### config.mk
export PLATFORM = sky130hd
export DESIGN_NAME = actuator_power_scheduler
export DESIGN_NICKNAME = d
export VERILOG_FILES = /design/src/rtl/actuator_power_scheduler.sv
export SDC_FILE = /design/constraint.sdc
export NUM_CORES = 1
export LEC_CHECK = 0
export ABC_AREA = 1
export BUFFER_PORTS_ARGS = -buffer_cell sky130_fd_sc_hd__buf_2
export CAP_MARGIN = 20
export CORE_UTILIZATION = 60
export CTS_BUF_LIST = sky130_fd_sc_hd__clkbuf_8
export DETAILED_ROUTE_END_ITERATION = 7
export PLACE_DENSITY = 0.8
export SLEW_MARGIN = 40
export SYNTH_ARGS = -nofsm -noshare
export SYNTH_HDL_FRONTEND = slang
export SYNTH_SLANG_ARGS = --single-unit
### constraint.sdc
create_clock -name clk -period 2.71 [get_ports clk]
set_clock_uncertainty 0.05 [all_clocks]
set_input_delay 0.271 -clock clk [delete_from_list [all_inputs] [get_ports clk]]
set_output_delay 0.271 -clock clk [all_outputs]
set_load 0.01 [all_outputs]
### src/rtl/actuator_power_scheduler.sv
// Actuator power scheduler: drives home-actuator relays from level requests.
// It caps how many relays may be energised at once, spaces switch-on events
// so their inrush currents do not overlap, and holds each relay on for a
// minimum time so that a chattering request cannot toggle it rapidly.
module actuator_power_scheduler #(
  parameter int N_ACT      = 4,
  parameter int MAX_ON     = 2,
  parameter int GAP_CYC    = 16,
  parameter int MIN_ON_CYC = 32
) (
  input  logic                       clk,
  input  logic                       rst_n,
  input  logic                       enable,
  input  logic [N_ACT-1:0]           req,
  output logic [N_ACT-1:0]           relay_on,
  output logic                       grant_pls,
  output logic [$clog2(N_ACT)-1:0]   grant_idx,
  output logic [N_ACT-1:0]           denied,
  output logic [$clog2(N_ACT+1)-1:0] on_count,
  output logic                       holdoff
);

  localparam int IDX_W = $clog2(N_ACT);
  localparam int CNT_W = $clog2(N_ACT + 1);
  localparam int GAP_W = (GAP_CYC > 1) ? $clog2(GAP_CYC) : 1;
  localparam int TMR_W = $clog2(MIN_ON_CYC + 1);

  typedef enum logic {
    IDLE = 1'b0,
    GAP  = 1'b1
  } state_t;

  state_t                        state_q, state_d;
  logic [GAP_W-1:0]              gap_cnt_q, gap_cnt_d;
  logic [N_ACT-1:0]              relay_on_q, relay_on_d;
  logic                          grant_pls_q, grant_pls_d;
  logic [IDX_W-1:0]              grant_idx_q, grant_idx_d;
  logic [N_ACT-1:0]              denied_q, denied_d;
  logic [CNT_W-1:0]              on_count_q, on_count_d;
  logic                          holdoff_q, holdoff_d;
  logic [N_ACT-1:0][TMR_W-1:0]   timer_q, timer_d;

  logic [N_ACT-1:0]              release_vec;
  logic [N_ACT-1:0]              grant_vec;
  logic                          grant_found;
  logic [IDX_W-1:0]              grant_sel;

  // A relay may drop once its request is gone and its minimum on-time has elapsed.
  always_comb begin
    release_vec = '0;
    for (int i = 0; i < N_ACT; i++) begin
      release_vec[i] = relay_on_q[i] & ~req[i] & (timer_q[i] >= TMR_W'(MIN_ON_CYC));
    end
  end

  // Pick the lowest-index pending request when idle and below the cap (pre-release count).
  always_comb begin
    grant_vec   = '0;
    grant_found = 1'b0;
    grant_sel   = '0;
    if (enable && (state_q == IDLE) && (on_count_q < CNT_W'(MAX_ON))) begin
      for (int i = 0; i < N_ACT; i++) begin
        if (!grant_found && req[i] && !relay_on_q[i]) begin
          grant_vec[i] = 1'b1;
          grant_found  = 1'b1;
          grant_sel    = IDX_W'(i);
        end
      end
    end
  end

  // Next-state logic for the FSM, relay vector and the registered status outputs.
  always_comb begin
    state_d     = state_q;
    gap_cnt_d   = gap_cnt_q;
    grant_pls_d = 1'b0;
    grant_idx_d = grant_idx_q;
    relay_on_d  = (relay_on_q & ~release_vec) | grant_vec;

    if (!enable) begin
      relay_on_d = '0;
      state_d    = IDLE;
      gap_cnt_d  = '0;
    end else begin
      case (state_q)
        IDLE: begin
          if (grant_found) begin
            state_d     = GAP;
            gap_cnt_d   = GAP_W'(GAP_CYC - 1);
            grant_pls_d = 1'b1;
            grant_idx_d = grant_sel;
          end
        end
        GAP: begin
          if (gap_cnt_q == '0) begin
            state_d = IDLE;
          end else begin
            gap_cnt_d = gap_cnt_q - GAP_W'(1);
          end
        end
        default: begin
          state_d   = IDLE;
          gap_cnt_d = '0;
        end
      endcase
    end

    holdoff_d  = (state_d == GAP);
    denied_d   = req & ~relay_on_d;
    on_count_d = '0;
    for (int i = 0; i < N_ACT; i++) begin
      on_count_d = on_count_d + CNT_W'(relay_on_d[i]);
    end
  end

  // On-timers restart at grant, count while the relay is on and saturate at the minimum.
  always_comb begin
    timer_d = timer_q;
    for (int i = 0; i < N_ACT; i++) begin
      if (!relay_on_d[i] || grant_vec[i]) begin
        timer_d[i] = '0;
      end else if (timer_q[i] < TMR_W'(MIN_ON_CYC)) begin
        timer_d[i] = timer_q[i] + TMR_W'(1);
      end
    end
  end

  // All state and outputs are registered; reset clears everything immediately.
  always_ff @(posedge clk or negedge rst_n) begin
    if (!rst_n) begin
      state_q     <= IDLE;
      gap_cnt_q   <= '0;
      relay_on_q  <= '0;
      grant_pls_q <= 1'b0;
      grant_idx_q <= '0;
      denied_q    <= '0;
      on_count_q  <= '0;
      holdoff_q   <= 1'b0;
      timer_q     <= '0;
    end else begin
      state_q     <= state_d;
      gap_cnt_q   <= gap_cnt_d;
      relay_on_q  <= relay_on_d;
      grant_pls_q <= grant_pls_d;
      grant_idx_q <= grant_idx_d;
      denied_q    <= denied_d;
      on_count_q  <= on_count_d;
      holdoff_q   <= holdoff_d;
      timer_q     <= timer_d;
    end
  end

  assign relay_on  = relay_on_q;
  assign grant_pls = grant_pls_q;
  assign grant_idx = grant_idx_q;
  assign denied    = denied_q;
  assign on_count  = on_count_q;
  assign holdoff   = holdoff_q;

endmodule

* After elaboration in Yosys (flattened, before gate mapping)
Cells that the tools add are included.
** Word-level totals
- Output and inout port bits :: 15
- Logic and storage cells :: 114
- ROM bits :: 0
- Latch bits :: 0
- Memories kept :: 0
- Bits in writable memories :: 0
- Input port bits :: 7
- Bits in registers :: 43
** Operators by class
- $mul :: 0
- Multiplexer cells :: 35
- Div/mod/pow operators :: 0
- Reductions and logical operators :: 31
- Shift operators :: 0
- Equality and inequality tests :: 2
- Magnitude comparators :: 9
- Bitwise logic cells :: 18
- Add/subtract/negate cells :: 8
** Operator list (number)
- $mux 6 :: 8
- $add 6x1->6 const B :: 4
- $ge 6x6->1 const B :: 4
- $lt 6x6->1 const B :: 4
- $mux 4 :: 5
- $mux 1 :: 17
- $logic_not 1->1 :: 11
- $logic_and 1x1->1 :: 9
- $and 1x1->1 :: 8
- $and 4x4->4 :: 2
- $not 4->4 :: 2
- $pmux 4 s2 :: 1
- $reduce_bool 2->1 :: 4
- $mux 2 :: 3
- $ne 3x3->1 const B :: 2
- $not 1->1 :: 5
- $logic_not 4->1 :: 1
- $logic_or 1x1->1 :: 4
- $or 4x4->4 :: 1
- $sub 4x1->4 const B :: 1
- $add 2x1->3 :: 1
- $add 3x1->3 :: 1
- $lt 3x2->1 const B :: 1
- $reduce_and 3->1 :: 1
- 3 further kinds :: 3

* Depth between registers and ports, before layout
- Depth in word-level cells :: 24
- Gate-level depth with buffers :: 11

* Least setup slack after synthesis
Ideal clock, no wire load.
- Path type :: reg-to-reg
- Start point :: register holdoff (netlist name)
- End point :: register on_count_q[1], in the netlist on_count[1]
- Library setup time :: 0.126 ns
- Data required time :: 2.534 ns
- Clock period less this slack :: 2.240 ns
- Arrival :: 2.064 ns
- Cell stages (with the launch flop) :: 11
- Setup slack :: 0.470 ns
- Path buffers :: 0
- Cell sequence :: dfrtp_1 -> inv_2 -> nand2_1 -> nor2_4 -> nand2_1 -> a21oi_1 -> inv_1 -> fa_1 -> inv_1 -> ha_1 -> ha_1
** RTL lines
- end signal: assignment :: line 147 : on_count_q <= on_count_d;
- end: declaration :: line 39 : logic [CNT_W-1:0] on_count_q, on_count_d;

==> flow_metrics.tcl <==
set metrics [dict create \
    synthDominantAreaCellType "dfrtp_1" \
    clk_latency_ps 290 \
    synth-seq-area-share_pct 51.2 \
    yosysTopAreaCellShare_pct 51.2 \
    power_density_nw_per_um2 614 \
    drc_errors 0 \
    synth.distinct_cells 24 \
    initial_utilization_pct 63.0 \
    grt_antenna_before_repair 0 \
    status "completed" \
    n_antenna_cell 0 \
    yosys_warnings 0 \
    wl_mm 3.77 \
    num_vias 1593 \
    worst-path-max-fanout 7 \
    htreeDepth 2 \
    leakage_nw 1.27 \
    power_mw 1.48 \
    place_congestion 0.906 \
    crit_required_ps 2840 \
    nFillCells 256 \
    routedWlPerCell_um 11.9 \
    postCtsSetupBuffers 0 \
    maxCapViolCount 0 \
    cts_sinks 43 \
    dpl.hpwl_mm 2.65 \
    ant_nets 0 \
    clk_pin_slew_worst_paths_ps 70 \
    ios 22 \
    clockBufferDepth 2 \
    netlist_top_cells_area "dfrtp_1 51%, inv_1 7.7%, nand2_1 6.6%, ha_1 6.5%, nor2_1 5.7%" \
    finalSetupViolations 0 \
    hold_class "in -> reg" \
    reg2regPathDepth 10 \
    worstSetupEndpointType "flip-flop" \
    reg2reg_from "holdoff" \
    worstSetupPathType "reg -> reg" \
    cts_hold_buf 1 \
    grt_pass1_wl_mm 6.08 \
    numCtsBuffers 5 \
    fin_crit_sh_pct 89.7 \
    grt_pass1_vias 1478 \
    dieArea_um2 3750 \
    post_cts_resized 0 \
    cts_root_buf "clkbuf_8" \
    rsz0062_at_grt "no" \
    grt_usage_pct 22.8 \
    grt_max_degree 44 \
    syn_nets 260 \
    setup-tns-final_ps 0 \
    drive_gt1_share_pct 13.3 \
    tritoncts "done" \
    cp-endpoint "on_count[1]" \
    core_um2 3340 \
    slew_headroom_pct 65.0 \
    yosys_register_bits 43 \
    synth.avg_cell_area_um2 8.73 \
    irDropWorstVdd_mv 0.390 \
    syn_area_um2 2100 \
    dr.first_iter.drc_count 80 \
    fin_nets 289 \
    drv_slew 0 \
    reg2reg_slack_ps 280 \
    area_delta_synth_final_pct 14.8 \
    grt_overflow_total 0 \
    port_buffers 21 \
    via_per_inst 5.03 \
    die_h_um 61.2 \
    drt_pass1_iterations 4 \
    worst_setup_path_start_kind "flip-flop" \
    period_needed_ps 2430 \
    synthCells 241 \
    arrival_ps 2560 \
    reg2reg_to "on_count[1]" \
    hold_violations 0 \
    die_w_um 61.2 \
    max_freq_mhz 411 \
    num_rows 21 \
    tightest_slew_ps 525 \
    crit_start "holdoff" \
]
logic make-up after synthesis:
logic type                 count (synthesis)  share of synthesized area, %
muxes                                      2                         0.952
DFF                                       43                          51.2
buffers and inverters                     45                          8.03
and+or+nand+nor                          108                          23.1
xor gates and xnor gates                   7                          2.91
adders and majority gates                 12                          7.50
AOI/OAI and AO/OA                         24                          6.37
layout by cell type (no fill, tap or decap), types with 2 or more instances in the layout:
cell,instances
bufinv_16,2
nand3_1,13
mux2i_1,2
nor2_1,32
clkbuf_8,5
or2_2,2
and3_1,5
nand4_1,6
inv_1,44
nand2_2,2
xor2_1,7
ha_1,11
a41oi_1,2
a21oi_1,13
buf_2,20
buf_4,2
nand3b_1,2
nand2_1,37
o21ai_0,7
dfrtp_1,43
nor3_1,7
cell usage after synthesis:
cell type  count
clkbuf_1       1
nand3_1       13
dfrtp_1       43
nand2_1       37
nor2_4         1
inv_1         43
a21oi_1       13
or2_2          2
nand3b_1       2
ha_1          11
and2_1         1
mux2i_1        2
nand2_2        2
nand4_1        6
nor2_1        32
a21oi_2        1
and3_1         5
o211ai_1       1
nor3_1         7
a41oi_1        2
fa_1           1
inv_2          1
o21ai_0        7
xor2_1         7
worst max-delay path: stages (launching register included):
cell,delay [ps]
dfrtp_1,460
inv_2,100
nand2_1,80
nor2_4,170
nand2_1,80
a21oi_1,240
inv_1,100
fa_1,550
inv_1,50
ha_1,170
ha_1,270
per-layer routing:
metal	routed length [um]	global-route usage, %	vias up
met5	0	0	-
met4	55	9.09	0
met3	137	6.51	6
met2	1920	39.9	24
met1	1660	26.3	745
li1	-	-	818
area by class of cell:
type                       instances  area [um^2]  area share, %
clock buffer                       5         68.8           2.85
clock inverter                     3         63.8           2.64
inverter                          44          165           6.84
multi-input combinational        153          858           35.5
sequential                        43         1080           44.6
tap                               46         57.6           2.38
timing repair buffer              23          125           5.18
flip-flops by register name (all words and copies together) (netlist names):
name and count:
gap_cnt_q 4, on_count 3, grant_pls 1, denied 4
holdoff 1, grant_idx 2, relay_on 4, timer_q 24
where the power goes:
group | leakage (nW) | internal (mW) | switching (mW)
logic | 0.622 | 0.0720 | 0.134
clock network | 0.0695 | 0.364 | 0.203
registers | 0.578 | 0.682 | 0.0277
total | 1.27 | 1.12 | 0.365
stage by stage:
stage / util [%] / hold WS, ps / cells / worst slack [ps] / instance area (um^2)
global placement: 68.0 / 398 / 308 / 421 / 2270
finish: 72.4 / 165 / 317 / 279 / 2410
global route: 72.4 / 181 / 317 / 122 / 2410
CTS: 72.4 / 151 / 317 / 276 / 2410
detailed placement: 68.1 / 233 / 308 / 366 / 2270
floorplan: - / -74.6 / 241 / 470 / 2100
worst min-delay path by stage:
stage / start / endpoint / cells past startpoint
3_5_place_dp: rst_n / gap_cnt_q[0] / 1
6_report: req[1] / denied[1] / 3
2_1_floorplan: rst_n / denied[0] / 0
5_1_grt: req[1] / denied[1] / 3
4_1_cts: req[3] / denied[3] / 3
3_3_place_gp: rst_n / gap_cnt_q[0] / 1
Power figures use the tool's default switching activity.
